## config.mk

```make
export PLATFORM = sky130hd
export DESIGN_NAME = fetch_unit
export DESIGN_NICKNAME = d
export VERILOG_FILES = /design/src/rtl/fetch_unit.sv
export SDC_FILE = /design/constraint.sdc
export NUM_CORES = 1
export LEC_CHECK = 0
export BUFFER_PORTS_ARGS = -buffer_cell sky130_fd_sc_hd__buf_2
export CELL_PAD_IN_SITES_DETAIL_PLACEMENT = 0
export CELL_PAD_IN_SITES_GLOBAL_PLACEMENT = 1
export CORE_MARGIN = 5
export CORE_UTILIZATION = 40
export CTS_CLUSTER_DIAMETER = 200
export DETAILED_ROUTE_END_ITERATION = 6
export PLACE_DENSITY = 0.85
export SYNTH_ARGS = -nofsm -noshare
export SYNTH_HDL_FRONTEND = slang
export SYNTH_SLANG_ARGS = --single-unit
```

## constraint.sdc

```tcl
create_clock -name clk -period 4.2 [get_ports clk]
set_input_delay 0.42 -clock clk [delete_from_list [all_inputs] [get_ports clk]]
set_output_delay 0.42 -clock clk [all_outputs]
set_load 0.005 [all_outputs]
```

## src/rtl/fetch_unit.sv

```systemverilog
// Instruction fetch front end: single-outstanding imem requests, instruction
// register with field decode, and next-PC selection on each accepted instruction.
//   state   | meaning
//   S_IDLE  | after reset, issue first request next cycle
//   S_REQ   | request valid, holding pc until memory accepts
//   S_WAIT  | request accepted, waiting for response
//   S_VALID | instruction presented, waiting for consumer
module fetch_unit #(
    parameter int                ADDR_W   = 32,
    parameter logic [ADDR_W-1:0] RESET_PC = '0
) (
    input  logic              clk,
    input  logic              rst_n,
    output logic              imem_req_valid,
    input  logic              imem_req_ready,
    output logic [ADDR_W-1:0] imem_addr,
    input  logic              imem_rsp_valid,
    input  logic [31:0]       imem_rsp_data,
    output logic              instr_valid,
    input  logic              instr_ready,
    output logic [ADDR_W-1:0] instr_pc,
    output logic [5:0]        opcode,
    output logic [4:0]        rs,
    output logic [4:0]        rt,
    output logic [4:0]        rd,
    output logic [4:0]        shamt,
    output logic [5:0]        funct,
    output logic [15:0]       imm,
    output logic [25:0]       target,
    input  logic [1:0]        pc_src,
    input  logic              branch_taken,
    input  logic [ADDR_W-1:0] rs_value,
    output logic [31:0]       fetch_count,
    output logic              fetch_err
);

    typedef enum logic [1:0] {S_IDLE, S_REQ, S_WAIT, S_VALID} state_t;

    localparam logic [ADDR_W-1:0] JUMP_MASK = ADDR_W'(64'h0000_0000_03FF_FFFF);

    state_t            state_q, state_d;
    logic [ADDR_W-1:0] pc_q, pc_d;
    logic [ADDR_W-1:0] ipc_q, ipc_d;
    logic [31:0]       ir_q, ir_d;
    logic [31:0]       cnt_q, cnt_d;
    logic              err_q, err_d;

    logic [ADDR_W-1:0] pc_plus1;
    logic [ADDR_W-1:0] imm_sext;
    logic [ADDR_W-1:0] next_pc;

    always_ff @(posedge clk or negedge rst_n) begin
        if (!rst_n) begin
            state_q <= S_IDLE;
            pc_q    <= RESET_PC;
            ipc_q   <= '0;
            ir_q    <= '0;
            cnt_q   <= '0;
            err_q   <= 1'b0;
        end else begin
            state_q <= state_d;
            pc_q    <= pc_d;
            ipc_q   <= ipc_d;
            ir_q    <= ir_d;
            cnt_q   <= cnt_d;
            err_q   <= err_d;
        end
    end

    // Jump keeps the upper bits of the sequential PC and splices in the 26-bit target.
    always_comb begin
        pc_plus1 = ipc_q + ADDR_W'(1);
        imm_sext = {{(ADDR_W-16){ir_q[15]}}, ir_q[15:0]};
        next_pc  = pc_plus1;
        case (pc_src)
            2'b00:   next_pc = branch_taken ? (pc_plus1 + imm_sext) : pc_plus1;
            2'b01:   next_pc = (pc_plus1 & ~JUMP_MASK) | (ADDR_W'(ir_q[25:0]) & JUMP_MASK);
            2'b10:   next_pc = rs_value;
            default: next_pc = pc_plus1;
        endcase
    end

    always_comb begin
        state_d        = state_q;
        pc_d           = pc_q;
        ipc_d          = ipc_q;
        ir_d           = ir_q;
        cnt_d          = cnt_q;
        err_d          = err_q;
        imem_req_valid = 1'b0;
        instr_valid    = 1'b0;

        case (state_q)
            S_IDLE: state_d = S_REQ;
            S_REQ: begin
                imem_req_valid = 1'b1;
                if (imem_req_ready) state_d = S_WAIT;
            end
            S_WAIT: begin
                if (imem_rsp_valid) begin
                    ir_d    = imem_rsp_data;
                    ipc_d   = pc_q;
                    state_d = S_VALID;
                end
            end
            S_VALID: begin
                instr_valid = 1'b1;
                if (instr_ready) begin
                    pc_d    = next_pc;
                    cnt_d   = cnt_q + 32'd1;
                    state_d = S_REQ;
                end
            end
            default: state_d = S_IDLE;
        endcase

        if (imem_rsp_valid && (state_q != S_WAIT)) err_d = 1'b1;
    end

    assign imem_addr   = pc_q;
    assign instr_pc    = ipc_q;
    assign fetch_count = cnt_q;
    assign fetch_err   = err_q;

    assign opcode = ir_q[31:26];
    assign rs     = ir_q[25:21];
    assign rt     = ir_q[20:16];
    assign rd     = ir_q[15:11];
    assign shamt  = ir_q[10:6];
    assign funct  = ir_q[5:0];
    assign imm    = ir_q[15:0];
    assign target = ir_q[25:0];

endmodule

```

**Yosys cells after proc, flatten, opt, wreduce, memory -nomap -nowiden**

Index checks and enable logic that the tools add are counted.

- Bits in registers: 131
- Bits in latches: 0
- RAM bits: 0
- Bits in read-only memories: 0
- Bits of input ports: 72
- Output and inout bits: 173
- Memories kept: 0

- $add $sub $neg: 3
- Multipliers: 0
- Divide/modulo/power cells: 0
- Magnitude comparators: 0
- Equality and inequality tests: 9
- Shifts and indexed selects: 0
- Muxes and demuxes: 8
- Bitwise gates (word level): 1
- Reductions and logical operators: 6

Operators with widths:

| operator | number |
|---|---|
| 32-bit case mux with 3 select lines | 1 |
| 32-bit by 1-bit adder with 32-bit output, second input constant | 2 |
| 32-bit adder | 1 |
| 32-bit two-way mux | 1 |
| 32-bit by 26-bit bitwise OR with 32-bit output | 1 |
| 2-bit != test, second input constant | 4 |
| 2-bit case mux with 4 select lines | 1 |
| 2-bit equality test, second input constant | 3 |
| 2-bit two-way mux | 3 |
| 2-bit by 1-bit equality test with 1-bit output, second input constant | 2 |
| 2-bit logical NOT | 2 |
| 2-bit AND reduction | 2 |
| 3-bit AND reduction | 1 |
| 1-bit two-way mux | 2 |
| 1-bit logical AND | 1 |

**Logic depth before layout (Yosys ltp)**

Gate-level depths: netlist (run 1).

- Depth after elaboration: 4
- Depth in mapped cells: 16
- Mapped depth without buffers: 16

**Worst setup path after synthesis (run 1)**

Ideal clock, no wire load.

- Path type: reg2reg
- Start: reg ipc_q[0] (netlist: instr_pc[0])
- End: reg pc_q[31] (netlist: imem_addr[31])
- Arrival: 3.421 ns
- Required time: 4.123 ns
- Path slack: 0.702 ns
- Cell stages (with the launch flop): 17
- Cell sequence: dfrtp_1 -> ha_1 -> nand3_1 -> nor3_4 -> and3_1 -> nand2_1 -> xor2_1 -> inv_1 -> ha_1 -> a21o_1 -> a31o_2 -> nand4_1 -> o31ai_2 -> or2_2 -> a2111oi_2 -> a21oi_1 -> o21ai_1

- Word-level cells in the longest chain between the ends: 4
- Elaborated cells on any way between the ends: 5
- Those cells by class: add/sub (2); mux (2); bitwise (1)

RTL lines:

| item | RTL line | source |
|---|---|---|
| from (decl) | 43 | `logic [ADDR_W-1:0] ipc_q, ipc_d;` |
| from (signal assigned) | 63 | `ipc_q <= ipc_d;` |
| 32-bit by 1-bit adder with 32-bit output * | 72 | `pc_plus1 = ipc_q + ADDR_W'(1);` |
| 32-bit adder | 76 | `2'b00: next_pc = branch_taken ? (pc_plus1 + imm_sext) : pc_plus1;` |
| 32-bit two-way mux | 76 |  |
| 32-bit case mux with 3 select lines * | 75 | `case (pc_src)` |
| to (signal assigned) | 62 | `pc_q <= pc_d;` |
| to (decl) | 42 | `logic [ADDR_W-1:0] pc_q, pc_d;` |

Mark *: on every way between the ends. The rest lies on a longest branch, timed or not.
A chain may end at the register's enable or synchronous reset.

**Worst setup path after layout (run 1)**

- Start: reg ipc_q[0] (netlist: instr_pc[0])
- End: reg pc_q[25] (netlist: imem_addr[25])

The elaborated chain is that of the path after synthesis.

==> report_table.html, run 1 <==
<table>
<tr><th>Metric</th><th>Value</th></tr>
<tr><th colspan="2">Power</th></tr>
<tr><td>Leakage power</td><td>5.25 nW</td></tr>
<tr><td>Sequential cell fraction of total power</td><td>27.2%</td></tr>
<tr><td>Clock share of power</td><td>~18%</td></tr>
<tr><td>Net switching power</td><td>3.88 mW</td></tr>
<tr><td>Net switching fraction of the power</td><td>between 40 and 50%</td></tr>
<tr><td>Pwr Density</td><td>roughly 800 nW/µm²</td></tr>
<tr><td>Cell internal power dissipation</td><td>4.84 mW</td></tr>
<tr><td>Part of the power in combinational logic</td><td>about 55%</td></tr>
<tr><td>Worst supply voltage drop on vdd</td><td>about 0.00031 V</td></tr>
<tr><th colspan="2">Synth</th></tr>
<tr><td>Fraction of synthesized cell area taken by the top area cell type</td><td>a little under two fifths</td></tr>
<tr><td>Netlist area before placement</td><td>between 8000 and 9000 µm²</td></tr>
<tr><td>Synth Instances</td><td>slightly above 900</td></tr>
<tr><td>Share of synthesized flip-flops with an asynchronous set or reset</td><td>100%</td></tr>
<tr><td>Post-synth EDFFs</td><td>0</td></tr>
<tr><td>Number of warnings issued by yosys</td><td>0</td></tr>
<tr><td>Post-synthesis register bit count</td><td>between 100 and 150</td></tr>
<tr><td>Portion of the post-synthesis area used by sequential elements</td><td>approximately 37%</td></tr>
<tr><td>Dominant cell type by area after synthesis</td><td>sky130_fd_sc_hd__dfrtp_1</td></tr>
<tr><td>Flip-flop cell with the highest count after synthesis</td><td>sky130_fd_sc_hd__dfrtp_1</td></tr>
<tr><td>Count of different cell masters after synthesis</td><td>83</td></tr>
<tr><td>Top post-synthesis cells by area</td><td>sky130_fd_sc_hd__dfrtp_1 37%, sky130_fd_sc_hd__mux2_2 8.2%, sky130_fd_sc_hd__ha_1 5.8%, sky130_fd_sc_hd__xnor2_1 5.6%, sky130_fd_sc_hd__buf_4 3.5%</td></tr>
<tr><td>Mean area per synthesized cell</td><td>just under 10 µm²</td></tr>
<tr><td>Post-synth net total</td><td>between 1000 and 1500</td></tr>
<tr><th colspan="2">Placed design</th></tr>
<tr><td>GPL Wtd Cong</td><td>0.918</td></tr>
<tr><td>Count of input and output buffers</td><td>between 200 and 250</td></tr>
<tr><td>Placement Cell Area</td><td>roughly 10000 µm²</td></tr>
<tr><td>Final HPWL from detailed placement</td><td>between 20 and 25 mm</td></tr>
<tr><td>Number of placed instances, taps included</td><td>1378</td></tr>
<tr><th colspan="2">Setup path</th></tr>
<tr><td>Arrival time of the worst setup path</td><td>4.26 ns</td></tr>
<tr><td>Category of the worst setup path capture point</td><td>flip-flop</td></tr>
<tr><td>Crit path cell chain</td><td>ha_1, nand3_1, nor3_4, buf_4, and3_1, xor2_1, ha_1, a21o_1, a21o_1, a21oi_1, o211ai_1, a31oi_2, nor3_2, mux2i_1, o221a_2</td></tr>
<tr><td>Worst setup path category</td><td>flip-flop to flip-flop</td></tr>
<tr><td>Startpoint class of the critical path</td><td>flip-flop</td></tr>
<tr><td>Data required, critical path</td><td>4.51 ns</td></tr>
<tr><td>Crit path max-delay cell type</td><td>sky130_fd_sc_hd__dfrtp_1</td></tr>
<tr><td>Maximum fanout count along the critical path</td><td>6</td></tr>
<tr><td>Delay contributed by the slowest stage of the critical path</td><td>~0.44 ns</td></tr>
<tr><th colspan="2">Routing</th></tr>
<tr><td>DRC</td><td>0</td></tr>
<tr><td>Initial DRC count</td><td>between 400 and 500</td></tr>
<tr><td>DR vias/cell</td><td>5.47</td></tr>
<tr><td>First drt pass iteration count</td><td>5</td></tr>
<tr><td>ANT nets after route</td><td>0</td></tr>
<tr><td>Post-detailed-routing wire length</td><td>~27 mm</td></tr>
<tr><td>Overall via count from detail_route</td><td>approximately 7700</td></tr>
<tr><td>WL per Instance</td><td>between 15 and 20 µm</td></tr>
<tr><th colspan="2">STA</th></tr>
<tr><td>Hold Worst Slack</td><td>roughly 0.22 ns</td></tr>
<tr><td>Final TNS setup</td><td>0 ns</td></tr>
<tr><td>Max-slew headroom at the worst pin</td><td>about two fifths</td></tr>
<tr><td>Final Hold Viols</td><td>0</td></tr>
<tr><td>Worst Max-Slew Pin Slew</td><td>~0.91 ns</td></tr>
<tr><td>Max-slew violation count</td><td>0</td></tr>
<tr><td>Final number of setup-violating endpoints</td><td>0</td></tr>
<tr><td>Tmin final</td><td>3.95 ns</td></tr>
<tr><td>Worst-case clock skew</td><td>between 0.015 and 0.02 ns</td></tr>
<tr><td>Unrepaired setup endpoints after global routing</td><td>no</td></tr>
<tr><td>Maximum clock frequency</td><td>about 250 MHz</td></tr>
<tr><td>Crit share post-route</td><td>94.0%</td></tr>
<tr><th colspan="2">Flow run</th></tr>
<tr><td>Max-cap check violation count</td><td>0</td></tr>
<tr><th colspan="2">Final layout</th></tr>
<tr><td>Post-Route Utilization</td><td>between 40 and 50%</td></tr>
<tr><td>Most frequent standard cell in the layout excluding fill and tap cells</td><td>sky130_fd_sc_hd__buf_2</td></tr>
<tr><td>Antenna Cells</td><td>0</td></tr>
<tr><td>Fraction of layout instances using a drive strength above 1</td><td>a little over a third</td></tr>
<tr><td>Area occupied by multi-input gates</td><td>slightly above 5000 µm²</td></tr>
<tr><td>Final standard cell area without fillers</td><td>approximately 11000 µm²</td></tr>
<tr><td>Sequential cell area</td><td>3280 µm²</td></tr>
<tr><td>Commonest cells after routing, fill and taps aside</td><td>243 x sky130_fd_sc_hd__buf_2, 131 x sky130_fd_sc_hd__dfrtp_1, 82 x sky130_fd_sc_hd__nand2_1</td></tr>
<tr><td>Count of filler cells inserted in the layout</td><td>approximately 2100</td></tr>
<tr><td>Post-synthesis to final-layout area growth</td><td>21.4%</td></tr>
<tr><td>Net total in the final layout</td><td>between 1000 and 1500</td></tr>
<tr><td>Number of cells in the finished layout apart from fillers</td><td>approximately 1400</td></tr>
<tr><th colspan="2">Floorplan</th></tr>
<tr><td>Placement row count</td><td>54</td></tr>
<tr><td>IO Pins</td><td>between 200 and 250</td></tr>
<tr><td>Floorplan core area</td><td>about 22000 µm²</td></tr>
<tr><td>Die outline height</td><td>159 µm</td></tr>
<tr><td>Die Span X</td><td>159 µm</td></tr>
<tr><td>Starting density of the core</td><td>about two fifths</td></tr>
<tr><td>Die Area</td><td>~25000 µm²</td></tr>
<tr><th colspan="2">Outcome</th></tr>
<tr><td>Outcome</td><td>completed</td></tr>
<tr><th colspan="2">Global route</th></tr>
<tr><td>Initial antenna violation count</td><td>0</td></tr>
<tr><td>Residual overflow from global routing</td><td>0</td></tr>
<tr><td>First-pass GRT wire length</td><td>43.0 mm</td></tr>
<tr><td>Number of global-route vias before repair</td><td>roughly 7600</td></tr>
<tr><td>Overall global routing resource usage</td><td>20.9%</td></tr>
<tr><td>Maximum number of pins on one net before global-route repair</td><td>65</td></tr>
<tr><th colspan="2">Clocking</th></tr>
<tr><td>Buffers from clock root to sink, at most</td><td>2</td></tr>
<tr><td>Root buffer cell</td><td>sky130_fd_sc_hd__clkbuf_16</td></tr>
<tr><td>Number of buffers added by the clock tree synthesis step</td><td>17</td></tr>
<tr><td>Clock tree from TritonCTS</td><td>done</td></tr>
<tr><td>Clock transition at the registers of the reported paths</td><td>approximately 0.070 ns</td></tr>
<tr><td>Number of sinks handled by clock tree synthesis</td><td>~130</td></tr>
<tr><td>H-tree depth</td><td>4</td></tr>
<tr><td>Insertion delay of the later-clocked pin in the worst-skew pair</td><td>0.43 ns</td></tr>
<tr><th colspan="2">Hold path</th></tr>
<tr><td>Worst hold path class</td><td>input port to flip-flop</td></tr>
</table>
## metal layers
layer,global-route usage (%),vias to the layer above,wire [µm]
met4,5.66,0,410
met3,5.13,28,1820
met5,0,-,0
li1,-,3713,-
met2,33.5,250,12700
met1,28.4,3747,12100
## cell usage after synthesis (all sizes together), types with 19 or more instances
| library cell | n |
|---|---|
| ha | 41 |
| inv | 26 |
| xor2 | 25 |
| nand4 | 23 |
| a221oi | 21 |
| clkbuf | 24 |
| buf | 55 |
| xnor2 | 58 |
| mux2 | 66 |
| o21ai | 40 |
| dfrtp | 131 |
| nand2 | 84 |
| a21o | 19 |
| nand3 | 31 |
| a21oi | 51 |
| nor2 | 47 |
## stage by stage
stage | worst slack, ns | total power [mW]
after CTS | 0.133 | 8.76
after detailed placement | 0.175 | 7.19
after global placement | 0.249 | 7.12
after global routing | 0.0354 | 9.42
final | 0.253 | 8.72
after floorplan | 0.702 | 5.75
## layout make-up
cell class / count / area share (%)
clock inverter: 15 / 1.56
sequential: 131 / 30.3
multi-input combinational: 676 / 46.9
timing repair buffer: 269 / 13.1
clock buffer: 17 / 3.94
tap: 280 / 3.24
inverter: 27 / 0.938
## critical path, delay by kind of cell (launching register included)
family / cells / cell delay (ns)
AO/OA/AOI/OAI: 6 / 1.57
XOR/XNOR: 1 / 0.24
adder cells (fa/ha/maj): 2 / 0.55
buffers and inverters: 1 / 0.18
flip-flops: 1 / 0.44
multiplexers: 1 / 0.13
AND/OR/NAND/NOR: 4 / 0.73
## flip-flops by register name, indices dropped and copies added, names as in the netlist
name	cells
ir_q	32
fetch_count	32
state_q	2
instr_pc	32
imem_addr	32
fetch_err	1
## what timing repair did
action / 4_1_cts / 5_1_grt
setup endpoints to repair: 0 / 6
hold buffers: 1 / 0
setup buffers: 0 / 4
endpoints found under the hold margin: 57 / 0
resized for setup: 0 / 0
## kinds of logic (layout without fill, tap and decap cells)
group | after synthesis | after routing | synth area share (%)
AND/OR/NAND/NOR | 257 | 257 | 14.9
AO/OA/AOI/OAI | 213 | 213 | 17.3
flip-flops | 131 | 131 | 36.8
buffers and inverters | 106 | 328 | 6.35
XOR/XNOR | 83 | 83 | 8.34
multiplexers | 81 | 81 | 10.3
adder cells (fa/ha/maj) | 42 | 42 | 5.99
## path summary, 6_finish.rpt
kind | start | cells past startpoint | end | slack (ns)
worst max-delay path | instr_pc[0] | 15 | imem_addr[25] | 0.25
worst min-delay path | imem_rsp_data[25] | 2 | ir_q[25] | 0.22
worst max register to register | instr_pc[0] | 15 | imem_addr[25] | 0.25
worst min register to register | fetch_err | 1 | fetch_err | 0.46
max in group asynchronous | rst_n | 3 | ir_q[17] | 2.73
min in group asynchronous | rst_n | 2 | imem_addr[23] | 0.54
## power by group through the flow
stage               clock network, mW  logic (mW)  registers, mW
floorplan                           0        3.47           2.28
global placement                    0        4.76           2.36
detailed placement                  0        4.80           2.39
CTS                              1.56        4.83           2.37
global route                     1.61        5.34           2.46
finish                           1.53        4.82           2.37
Power figures use the tool's default switching activity.
==> run 2: changes to the inputs <==
- ABC_AREA: unset -> 1
- CORE_UTILIZATION: 40 -> 38
- SKIP_CTS_REPAIR_TIMING: unset -> 1
==> report_table.html, run 2 <==
<table>
<tr><th>Metric</th><th>Value</th></tr>
<tr><th colspan="2">Routing</th></tr>
<tr><td>DRC</td><td>0</td></tr>
<tr><td>WL per Instance</td><td>between 15 and 20 µm</td></tr>
<tr><td>Overall via count from detail_route</td><td>around 9600</td></tr>
<tr><td>First drt pass iteration count</td><td>6</td></tr>
<tr><td>Initial DRC count</td><td>around 750</td></tr>
<tr><td>Post-detailed-routing wire length</td><td>32.9 mm</td></tr>
<tr><td>ANT nets after route</td><td>0</td></tr>
<tr><td>DR vias/cell</td><td>between 4 and 5</td></tr>
<tr><th colspan="2">Setup path</th></tr>
<tr><td>Worst setup path category</td><td>flip-flop to flip-flop</td></tr>
<tr><td>Delay contributed by the slowest stage of the critical path</td><td>0.46 ns</td></tr>
<tr><td>Cell repeated most along the worst path</td><td>sky130_fd_sc_hd__nand2_1</td></tr>
<tr><td>Startpoint class of the critical path</td><td>flip-flop</td></tr>
<tr><td>Category of the worst setup path capture point</td><td>flip-flop</td></tr>
<tr><td>Crit path cell chain</td><td>nand2_1, nor3_1, nand2_1, nor2_1, xor2_1, inv_1, ha_1, nand2_1, nor2_1, inv_1, nor2_1, nand2_1, nand2_1, nand2_1, nand3_1, nand3_1, nand2_1, nand2_1, nand2_1, o21ai_0</td></tr>
<tr><td>Data required, critical path</td><td>~4.5 ns</td></tr>
<tr><td>Arrival time of the worst setup path</td><td>3.99 ns</td></tr>
<tr><td>Crit path max-delay cell type</td><td>sky130_fd_sc_hd__dfrtp_1</td></tr>
<tr><td>Maximum fanout count along the critical path</td><td>6</td></tr>
<tr><th colspan="2">Flow run</th></tr>
<tr><td>Max-cap check violation count</td><td>0</td></tr>
<tr><th colspan="2">Synth</th></tr>
<tr><td>Fraction of synthesized cell area taken by the top area cell type</td><td>~34%</td></tr>
<tr><td>Number of warnings issued by yosys</td><td>0</td></tr>
<tr><td>Dominant cell type by area after synthesis</td><td>sky130_fd_sc_hd__dfrtp_1</td></tr>
<tr><td>Synth Instances</td><td>roughly 1400</td></tr>
<tr><td>Count of different cell masters after synthesis</td><td>43</td></tr>
<tr><td>Post-synth EDFFs</td><td>0</td></tr>
<tr><td>Mean area per synthesized cell</td><td>a little under 7 µm²</td></tr>
<tr><td>Share of synthesized flip-flops with an asynchronous set or reset</td><td>100%</td></tr>
<tr><td>Flip-flop cell with the highest count after synthesis</td><td>sky130_fd_sc_hd__dfrtp_1</td></tr>
<tr><td>Cell with the most instances after synthesis</td><td>sky130_fd_sc_hd__nand2_1</td></tr>
<tr><td>Synth cell count leaders</td><td>384 x sky130_fd_sc_hd__nand2_1, 227 x sky130_fd_sc_hd__inv_1, 131 x sky130_fd_sc_hd__dfrtp_1</td></tr>
<tr><td>Top post-synthesis cells by area</td><td>sky130_fd_sc_hd__dfrtp_1 34%, sky130_fd_sc_hd__nand2_1 15%, sky130_fd_sc_hd__inv_1 8.8%, sky130_fd_sc_hd__ha_1 5.3%, sky130_fd_sc_hd__nor2_1 4.4%</td></tr>
<tr><td>Portion of the post-synthesis area used by sequential elements</td><td>around a third</td></tr>
<tr><td>Post-synthesis register bit count</td><td>around 130</td></tr>
<tr><td>Netlist area before placement</td><td>9660 µm²</td></tr>
<tr><td>Post-synth net total</td><td>about 1500</td></tr>
<tr><th colspan="2">Clocking</th></tr>
<tr><td>Number of sinks handled by clock tree synthesis</td><td>roughly 130</td></tr>
<tr><td>Root buffer cell</td><td>sky130_fd_sc_hd__clkbuf_16</td></tr>
<tr><td>Clock tree from TritonCTS</td><td>done</td></tr>
<tr><td>Clock transition at the registers of the reported paths</td><td>around 0.060 ns</td></tr>
<tr><td>Insertion delay of the later-clocked pin in the worst-skew pair</td><td>between 0.4 and 0.5 ns</td></tr>
<tr><td>Number of buffers added by the clock tree synthesis step</td><td>17</td></tr>
<tr><td>Buffers from clock root to sink, at most</td><td>2</td></tr>
<tr><td>H-tree depth</td><td>4</td></tr>
<tr><th colspan="2">Floorplan</th></tr>
<tr><td>Placement row count</td><td>58</td></tr>
<tr><td>Die Area</td><td>28700 µm²</td></tr>
<tr><td>Die outline height</td><td>~170 µm</td></tr>
<tr><td>IO Pins</td><td>~250</td></tr>
<tr><td>Floorplan core area</td><td>about 25000 µm²</td></tr>
<tr><td>Starting density of the core</td><td>around two fifths</td></tr>
<tr><td>Die Span X</td><td>approximately 170 µm</td></tr>
<tr><th colspan="2">Placed design</th></tr>
<tr><td>Final HPWL from detailed placement</td><td>25.7 mm</td></tr>
<tr><td>DP Worst Slack</td><td>around 0.60 ns</td></tr>
<tr><td>GPL Wtd Cong</td><td>about 0.95</td></tr>
<tr><td>Count of input and output buffers</td><td>roughly 240</td></tr>
<tr><td>Placement Cell Area</td><td>approximately 11000 µm²</td></tr>
<tr><th colspan="2">STA</th></tr>
<tr><td>Final TNS setup</td><td>0 ns</td></tr>
<tr><td>Worst-case clock skew</td><td>roughly 0.024 ns</td></tr>
<tr><td>Final number of setup-violating endpoints</td><td>0</td></tr>
<tr><td>Worst Setup Slack, final</td><td>approximately 0.49 ns</td></tr>
<tr><td>Final Hold Viols</td><td>0</td></tr>
<tr><td>Crit share post-route</td><td>about nine tenths</td></tr>
<tr><td>Worst Max-Slew Pin Slew</td><td>between 0.9 and 1 ns</td></tr>
<tr><td>Unrepaired setup endpoints after global routing</td><td>no</td></tr>
<tr><td>Maximum clock frequency</td><td>270 MHz</td></tr>
<tr><td>Tmin final</td><td>~3.7 ns</td></tr>
<tr><td>Max-slew headroom at the worst pin</td><td>a little over a third</td></tr>
<tr><td>Max-slew violation count</td><td>0</td></tr>
<tr><th colspan="2">Global route</th></tr>
<tr><td>Maximum number of pins on one net before global-route repair</td><td>95</td></tr>
<tr><td>Initial antenna violation count</td><td>1</td></tr>
<tr><td>Overall global routing resource usage</td><td>a little under a quarter</td></tr>
<tr><td>Residual overflow from global routing</td><td>0</td></tr>
<tr><td>Number of global-route vias before repair</td><td>9483</td></tr>
<tr><td>First-pass GRT wire length</td><td>~52 mm</td></tr>
<tr><th colspan="2">Power</th></tr>
<tr><td>Sequential cell fraction of total power</td><td>about a quarter</td></tr>
<tr><td>Part of the power in combinational logic</td><td>between 50% and 60%</td></tr>
<tr><td>Cell internal power dissipation</td><td>approximately 4.8 mW</td></tr>
<tr><td>Clock share of power</td><td>between 15 and 20%</td></tr>
<tr><td>Net switching power</td><td>4.70 mW</td></tr>
<tr><td>Pwr Density</td><td>slightly above 800 nW/µm²</td></tr>
<tr><td>Net switching fraction of the power</td><td>49.7%</td></tr>
<tr><td>Worst supply voltage drop on vdd</td><td>between 0.0004 and 0.0005 V</td></tr>
<tr><td>Leakage power</td><td>6.28 nW</td></tr>
<tr><th colspan="2">Outcome</th></tr>
<tr><td>Outcome</td><td>completed</td></tr>
<tr><th colspan="2">Final layout</th></tr>
<tr><td>Antenna Cells</td><td>0</td></tr>
<tr><td>Fraction of layout instances using a drive strength above 1</td><td>about a fifth</td></tr>
<tr><td>Final standard cell area without fillers</td><td>approximately 12000 µm²</td></tr>
<tr><td>Commonest cells after routing, fill and taps aside</td><td>383 x sky130_fd_sc_hd__nand2_1, 243 x sky130_fd_sc_hd__buf_2, 227 x sky130_fd_sc_hd__inv_1</td></tr>
<tr><td>Most frequent standard cell in the layout excluding fill and tap cells</td><td>sky130_fd_sc_hd__nand2_1</td></tr>
<tr><td>Post-Route Utilization</td><td>approximately 46%</td></tr>
<tr><td>Net total in the final layout</td><td>around 1700</td></tr>
<tr><td>Post-synthesis to final-layout area growth</td><td>19.7%</td></tr>
<tr><th colspan="2">Hold path</th></tr>
<tr><td>Worst hold path class</td><td>input port to asynchronous set/reset pin</td></tr>
</table>
==> run 2: changes by cell type after synthesis, sizes merged, moves of 13 or more <==
cell	previous run	this run
a221oi	21	7
nand2	84	390
mux2i	13	0
and3	16	1
inv	26	231
xnor2	58	21
a21oi	51	68
a21o	19	3
mux2	66	20
nand3	31	71
nor2	47	126
o21ai	40	74
==> run 2: cells by family (layout without fill, tap and decap cells) <==
group	count (synthesis)	in the layout	share of synthesized area (%)
compound gates	182	182	10.7
xor+xnor	58	58	5.26
fa+ha+maj	42	42	5.52
buf+inv	301	516	13.4
flops	131	131	33.9
mux	20	20	2.33
simple gates	653	653	28.8
==> run 2: path summary, 6_finish.rpt <==
path                                   start  cells past startpoint  slack (ns)            end
min                                    rst_n                      1        0.04        ir_q[2]
max in group asynchronous              rst_n                      2        3.12   imem_addr[9]
max                             instr_pc[10]                     20        0.49  imem_addr[23]
min in group clk           imem_rsp_data[18]                      2        0.23       ir_q[18]
min reg2reg                        fetch_err                      1        0.46      fetch_err
max reg2reg                     instr_pc[10]                     20        0.49  imem_addr[23]
==> run 2: final cells by class <==
type	count	area [µm²]
fillers	2626	13500
flip-flops and latches	131	3280
repair buffers	253	1290
clock inverters	14	176
clock buffers	18	439
inverters	231	867
multi-input cells	955	5090
well taps	330	413
==> run 2: critical path, delay by kind of cell (launching register included) <==
kind                     cells  cell delay (ns)
AND/OR/NAND/NOR             15             2.16
flip-flops                   1             0.46
adder cells (fa/ha/maj)      1             0.40
XOR/XNOR                     1             0.29
buffers and inverters        2             0.18
AO/OA/AOI/OAI                1             0.07
==> run 2: power by group through the flow <==
stage,Combinational (mW),Clock (mW),Sequential (mW)
after floorplan,3.75,0,2.25
after global placement,5.43,0,2.36
after detailed placement,5.45,0,2.36
after CTS,5.48,1.61,2.35
after global routing,6.22,1.67,2.43
final,5.52,1.59,2.36
==> run 2: per-stage QoR <==
step / hold slack (ns) / cells / power, mW
6_report: 0.0406 / 1932 / 9.46
3_3_place_gp: 0.442 / 1900 / 7.79
2_1_floorplan: 0.124 / 1387 / 5.99
3_5_place_dp: 0.440 / 1900 / 7.81
4_1_cts: 0.106 / 1932 / 9.44
5_1_grt: 0.142 / 1932 / 10.3
==> run 2: metal layers <==
layer	vias up	track usage, %	share of wire (%)
li1	4743	-	-
met1	4521	31.4	45
met2	321	37.8	47
met3	40	4.17	6.3
met4	2	6.30	2.0
met5	-	0	0.039
==> run 3: changes to the inputs <==
- BUFFER_PORTS_ARGS: -buffer_cell sky130_fd_sc_hd__buf_2 -> unset
- CORE_UTILIZATION: 38 -> 40
- DONT_BUFFER_PORTS: unset -> 1
- PLACE_DENSITY: 0.85 -> 0.76
==> report_table.html, run 3 (synthesis results as in run 2) <==
<table>
<tr><th>Metric</th><th>Value</th></tr>
<tr><th colspan="2">STA</th></tr>
<tr><td>Max-slew headroom at the worst pin</td><td>between 30 and 40%</td></tr>
<tr><td>Crit share post-route</td><td>between 80 and 90%</td></tr>
<tr><td>Worst-case clock skew</td><td>around 0.019 ns</td></tr>
<tr><td>Tmin final</td><td>3.66 ns</td></tr>
<tr><td>Final TNS setup</td><td>0 ns</td></tr>
<tr><td>Max-slew violation count</td><td>0</td></tr>
<tr><td>Hold Worst Slack</td><td>-0.0269 ns</td></tr>
<tr><td>Final Hold Viols</td><td>13</td></tr>
<tr><td>Maximum clock frequency</td><td>around 270 MHz</td></tr>
<tr><td>Final number of setup-violating endpoints</td><td>0</td></tr>
<tr><td>Worst Max-Slew Pin Slew</td><td>about 0.99 ns</td></tr>
<tr><td>Unrepaired setup endpoints after global routing</td><td>no</td></tr>
<tr><th colspan="2">Power</th></tr>
<tr><td>Leakage power</td><td>between 5 and 6 nW</td></tr>
<tr><td>Total power of the final layout</td><td>just under 9 mW</td></tr>
<tr><td>Worst supply voltage drop on vdd</td><td>around 0.00035 V</td></tr>
<tr><td>Pwr Density</td><td>~850 nW/µm²</td></tr>
<tr><th colspan="2">Floorplan</th></tr>
<tr><td>Die outline height</td><td>between 150 and 200 µm</td></tr>
<tr><td>Placement row count</td><td>between 50 and 60</td></tr>
<tr><td>Floorplan core area</td><td>about 24000 µm²</td></tr>
<tr><td>Die Span X</td><td>approximately 170 µm</td></tr>
<tr><td>IO Pins</td><td>245</td></tr>
<tr><td>Die Area</td><td>about 27000 µm²</td></tr>
<tr><td>Starting density of the core</td><td>between 40% and 50%</td></tr>
<tr><th colspan="2">Final layout</th></tr>
<tr><td>Antenna Cells</td><td>0</td></tr>
<tr><td>Most frequent standard cell in the layout excluding fill and tap cells</td><td>sky130_fd_sc_hd__nand2_1</td></tr>
<tr><td>Net total in the final layout</td><td>about 1500</td></tr>
<tr><td>Number of cells in the finished layout apart from fillers</td><td>between 1500 and 2000</td></tr>
<tr><td>Post-Route Utilization</td><td>between 40% and 50%</td></tr>
<tr><td>Commonest cells after routing, fill and taps aside</td><td>383 x sky130_fd_sc_hd__nand2_1, 227 x sky130_fd_sc_hd__inv_1, 131 x sky130_fd_sc_hd__dfrtp_1</td></tr>
<tr><td>Fraction of layout instances using a drive strength above 1</td><td>between 6 and 7%</td></tr>
<tr><td>Count of filler cells inserted in the layout</td><td>about 2500</td></tr>
<tr><td>Post-synthesis to final-layout area growth</td><td>6.79%</td></tr>
<tr><th colspan="2">Setup path</th></tr>
<tr><td>Maximum fanout count along the critical path</td><td>6</td></tr>
<tr><td>Worst setup path category</td><td>flip-flop to flip-flop</td></tr>
<tr><td>Cell class contributing the biggest share of worst-path delay</td><td>simple AND/OR/NAND/NOR gates</td></tr>
<tr><td>Cell repeated most along the worst path</td><td>sky130_fd_sc_hd__nand2_1</td></tr>
<tr><td>Delay contributed by the slowest stage of the critical path</td><td>roughly 0.5 ns</td></tr>
<tr><td>Category of the worst setup path capture point</td><td>flip-flop</td></tr>
<tr><td>Data required, critical path</td><td>around 4.5 ns</td></tr>
<tr><td>Crit path buffers/inverters</td><td>2</td></tr>
<tr><td>Crit path max-delay cell type</td><td>sky130_fd_sc_hd__dfrtp_1</td></tr>
<tr><td>Depth of the most critical reg-to-reg path</td><td>20</td></tr>
<tr><td>Startpoint class of the critical path</td><td>flip-flop</td></tr>
<tr><td>Arrival time of the worst setup path</td><td>roughly 4 ns</td></tr>
<tr><td>Crit path cell chain</td><td>nand2_1, nor3_1, nand2_1, nor2_1, xor2_1, inv_1, ha_1, nand2_1, nor2_1, inv_1, nor2_1, nand2_1, nand2_1, nand2_1, nand3_1, nand3_1, nand2_1, nand2_1, nand2_1, o21ai_0</td></tr>
<tr><td>Setup slack on the worst flop-to-flop path</td><td>0.54 ns</td></tr>
<tr><td>Number of logic stages on the critical path including buffering</td><td>20</td></tr>
<tr><th colspan="2">Hold path</th></tr>
<tr><td>Worst hold path class</td><td>input port to asynchronous set/reset pin</td></tr>
<tr><th colspan="2">Routing</th></tr>
<tr><td>Overall via count from detail_route</td><td>around 8700</td></tr>
<tr><td>DR vias/cell</td><td>between 5 and 6</td></tr>
<tr><td>First drt pass iteration count</td><td>5</td></tr>
<tr><td>ANT nets after route</td><td>0</td></tr>
<tr><td>Post-detailed-routing wire length</td><td>31.8 mm</td></tr>
<tr><td>DRC</td><td>0</td></tr>
<tr><td>WL per Instance</td><td>19.0 µm</td></tr>
<tr><td>Initial DRC count</td><td>approximately 700</td></tr>
<tr><th colspan="2">Clocking</th></tr>
<tr><td>Clock transition at the registers of the reported paths</td><td>approximately 0.080 ns</td></tr>
<tr><td>Buffers from clock root to sink, at most</td><td>2</td></tr>
<tr><td>Number of sinks handled by clock tree synthesis</td><td>131</td></tr>
<tr><td>Root buffer cell</td><td>sky130_fd_sc_hd__clkbuf_16</td></tr>
<tr><td>H-tree depth</td><td>4</td></tr>
<tr><td>Clock tree from TritonCTS</td><td>done</td></tr>
<tr><td>Number of buffers added by the clock tree synthesis step</td><td>17</td></tr>
<tr><td>Insertion delay of the later-clocked pin in the worst-skew pair</td><td>between 0.4 and 0.5 ns</td></tr>
<tr><th colspan="2">Placed design</th></tr>
<tr><td>Count of input and output buffers</td><td>0</td></tr>
<tr><td>GPL Wtd Cong</td><td>0.969</td></tr>
<tr><td>Number of placed instances, taps included</td><td>1645</td></tr>
<tr><td>Final HPWL from detailed placement</td><td>about 24 mm</td></tr>
<tr><th colspan="2">Global route</th></tr>
<tr><td>Number of global-route vias before repair</td><td>between 8000 and 9000</td></tr>
<tr><td>Overall global routing resource usage</td><td>about a quarter</td></tr>
<tr><td>Residual overflow from global routing</td><td>0</td></tr>
<tr><td>Initial antenna violation count</td><td>1</td></tr>
<tr><td>Maximum number of pins on one net before global-route repair</td><td>about 130</td></tr>
<tr><td>First-pass GRT wire length</td><td>between 40 and 50 mm</td></tr>
<tr><th colspan="2">Outcome</th></tr>
<tr><td>Violations in the final reports</td><td>negative hold slack</td></tr>
<tr><td>Outcome</td><td>finished, violations left</td></tr>
<tr><th colspan="2">Flow run</th></tr>
<tr><td>Max-cap check violation count</td><td>0</td></tr>
</table>
==> run 3: cell count changes in the layout (fill, tap and decap cells not counted), sizes merged <==
cell and change:
clkinvlp -5, inv +10, bufinv -3, clkinv -1, buf -243, clkbuf -1
==> run 3: routing by layer <==
layer | vias up | GRT usage [%] | wire [µm]
met5 | - | 0 | 13
met4 | 2 | 7.69 | 932
met3 | 49 | 6.13 | 2390
met2 | 291 | 37.2 | 14700
met1 | 4075 | 31.1 | 13800
li1 | 4274 | - | -
==> run 3: path summary, 6_finish.rpt <==
| check | from | end |
|---|---|---|
| hold reg to reg | fetch_err | fetch_err |
| max in group asynchronous | rst_n | ir_q[26] |
| setup / recovery | instr_pc[10] | imem_addr[23] |
| hold / removal | rst_n | state_q[1] |
| setup reg to reg | instr_pc[10] | imem_addr[23] |
| min in group clk | imem_rsp_valid | fetch_err |
==> run 3: area by class of cell <==
cell class                      count  area (µm²)  share of cell area [%]
Multi-Input combinational cell    955        5090                    49.4
Inverter                          231         867                    8.41
Clock inverter                     15         154                    1.49
Timing Repair Buffer               10        95.1                   0.922
Sequential cell                   131        3280                    31.8
Clock buffer                       17         425                    4.13
Tap cell                          319         399                    3.87
==> run 3: worst register-to-register path, stage by stage, from the launching register on <==
cell and delay [ns]:
sky130_fd_sc_hd__dfrtp_1 0.50, sky130_fd_sc_hd__nand2_1 0.12, sky130_fd_sc_hd__nor3_1 0.38, sky130_fd_sc_hd__nand2_1 0.13, sky130_fd_sc_hd__nor2_1 0.33, sky130_fd_sc_hd__xor2_1 0.33
sky130_fd_sc_hd__inv_1 0.09, sky130_fd_sc_hd__ha_1 0.40, sky130_fd_sc_hd__nand2_1 0.12, sky130_fd_sc_hd__nor2_1 0.13, sky130_fd_sc_hd__inv_1 0.10, sky130_fd_sc_hd__nor2_1 0.09
sky130_fd_sc_hd__nand2_1 0.06, sky130_fd_sc_hd__nand2_1 0.21, sky130_fd_sc_hd__nand2_1 0.11, sky130_fd_sc_hd__nand3_1 0.08, sky130_fd_sc_hd__nand3_1 0.09, sky130_fd_sc_hd__nand2_1 0.07
sky130_fd_sc_hd__nand2_1 0.05, sky130_fd_sc_hd__nand2_1 0.07, sky130_fd_sc_hd__o21ai_0 0.08
==> run 3: stage by stage <==
| stage | worst slack, ns | hold slack [ns] | instance area, µm² |
|---|---|---|---|
| 2_1_floorplan | 1.48 | 0.124 | 9660 |
| 3_3_place_gp | 0.563 | 0.129 | 9710 |
| 3_5_place_dp | 0.549 | 0.129 | 9710 |
| 4_1_cts | 0.557 | -0.330 | 10300 |
| 5_1_grt | 0.151 | 0.0341 | 10300 |
| 6_report | 0.537 | -0.0269 | 10300 |
==> run 3: power breakdown <==
part	internal (mW)	switching [mW]	leakage, nW
Clock	0.800	0.712	0.289
Combinational	1.64	3.05	3.53
Sequential	1.74	0.848	1.53
Total	4.17	4.61	5.35
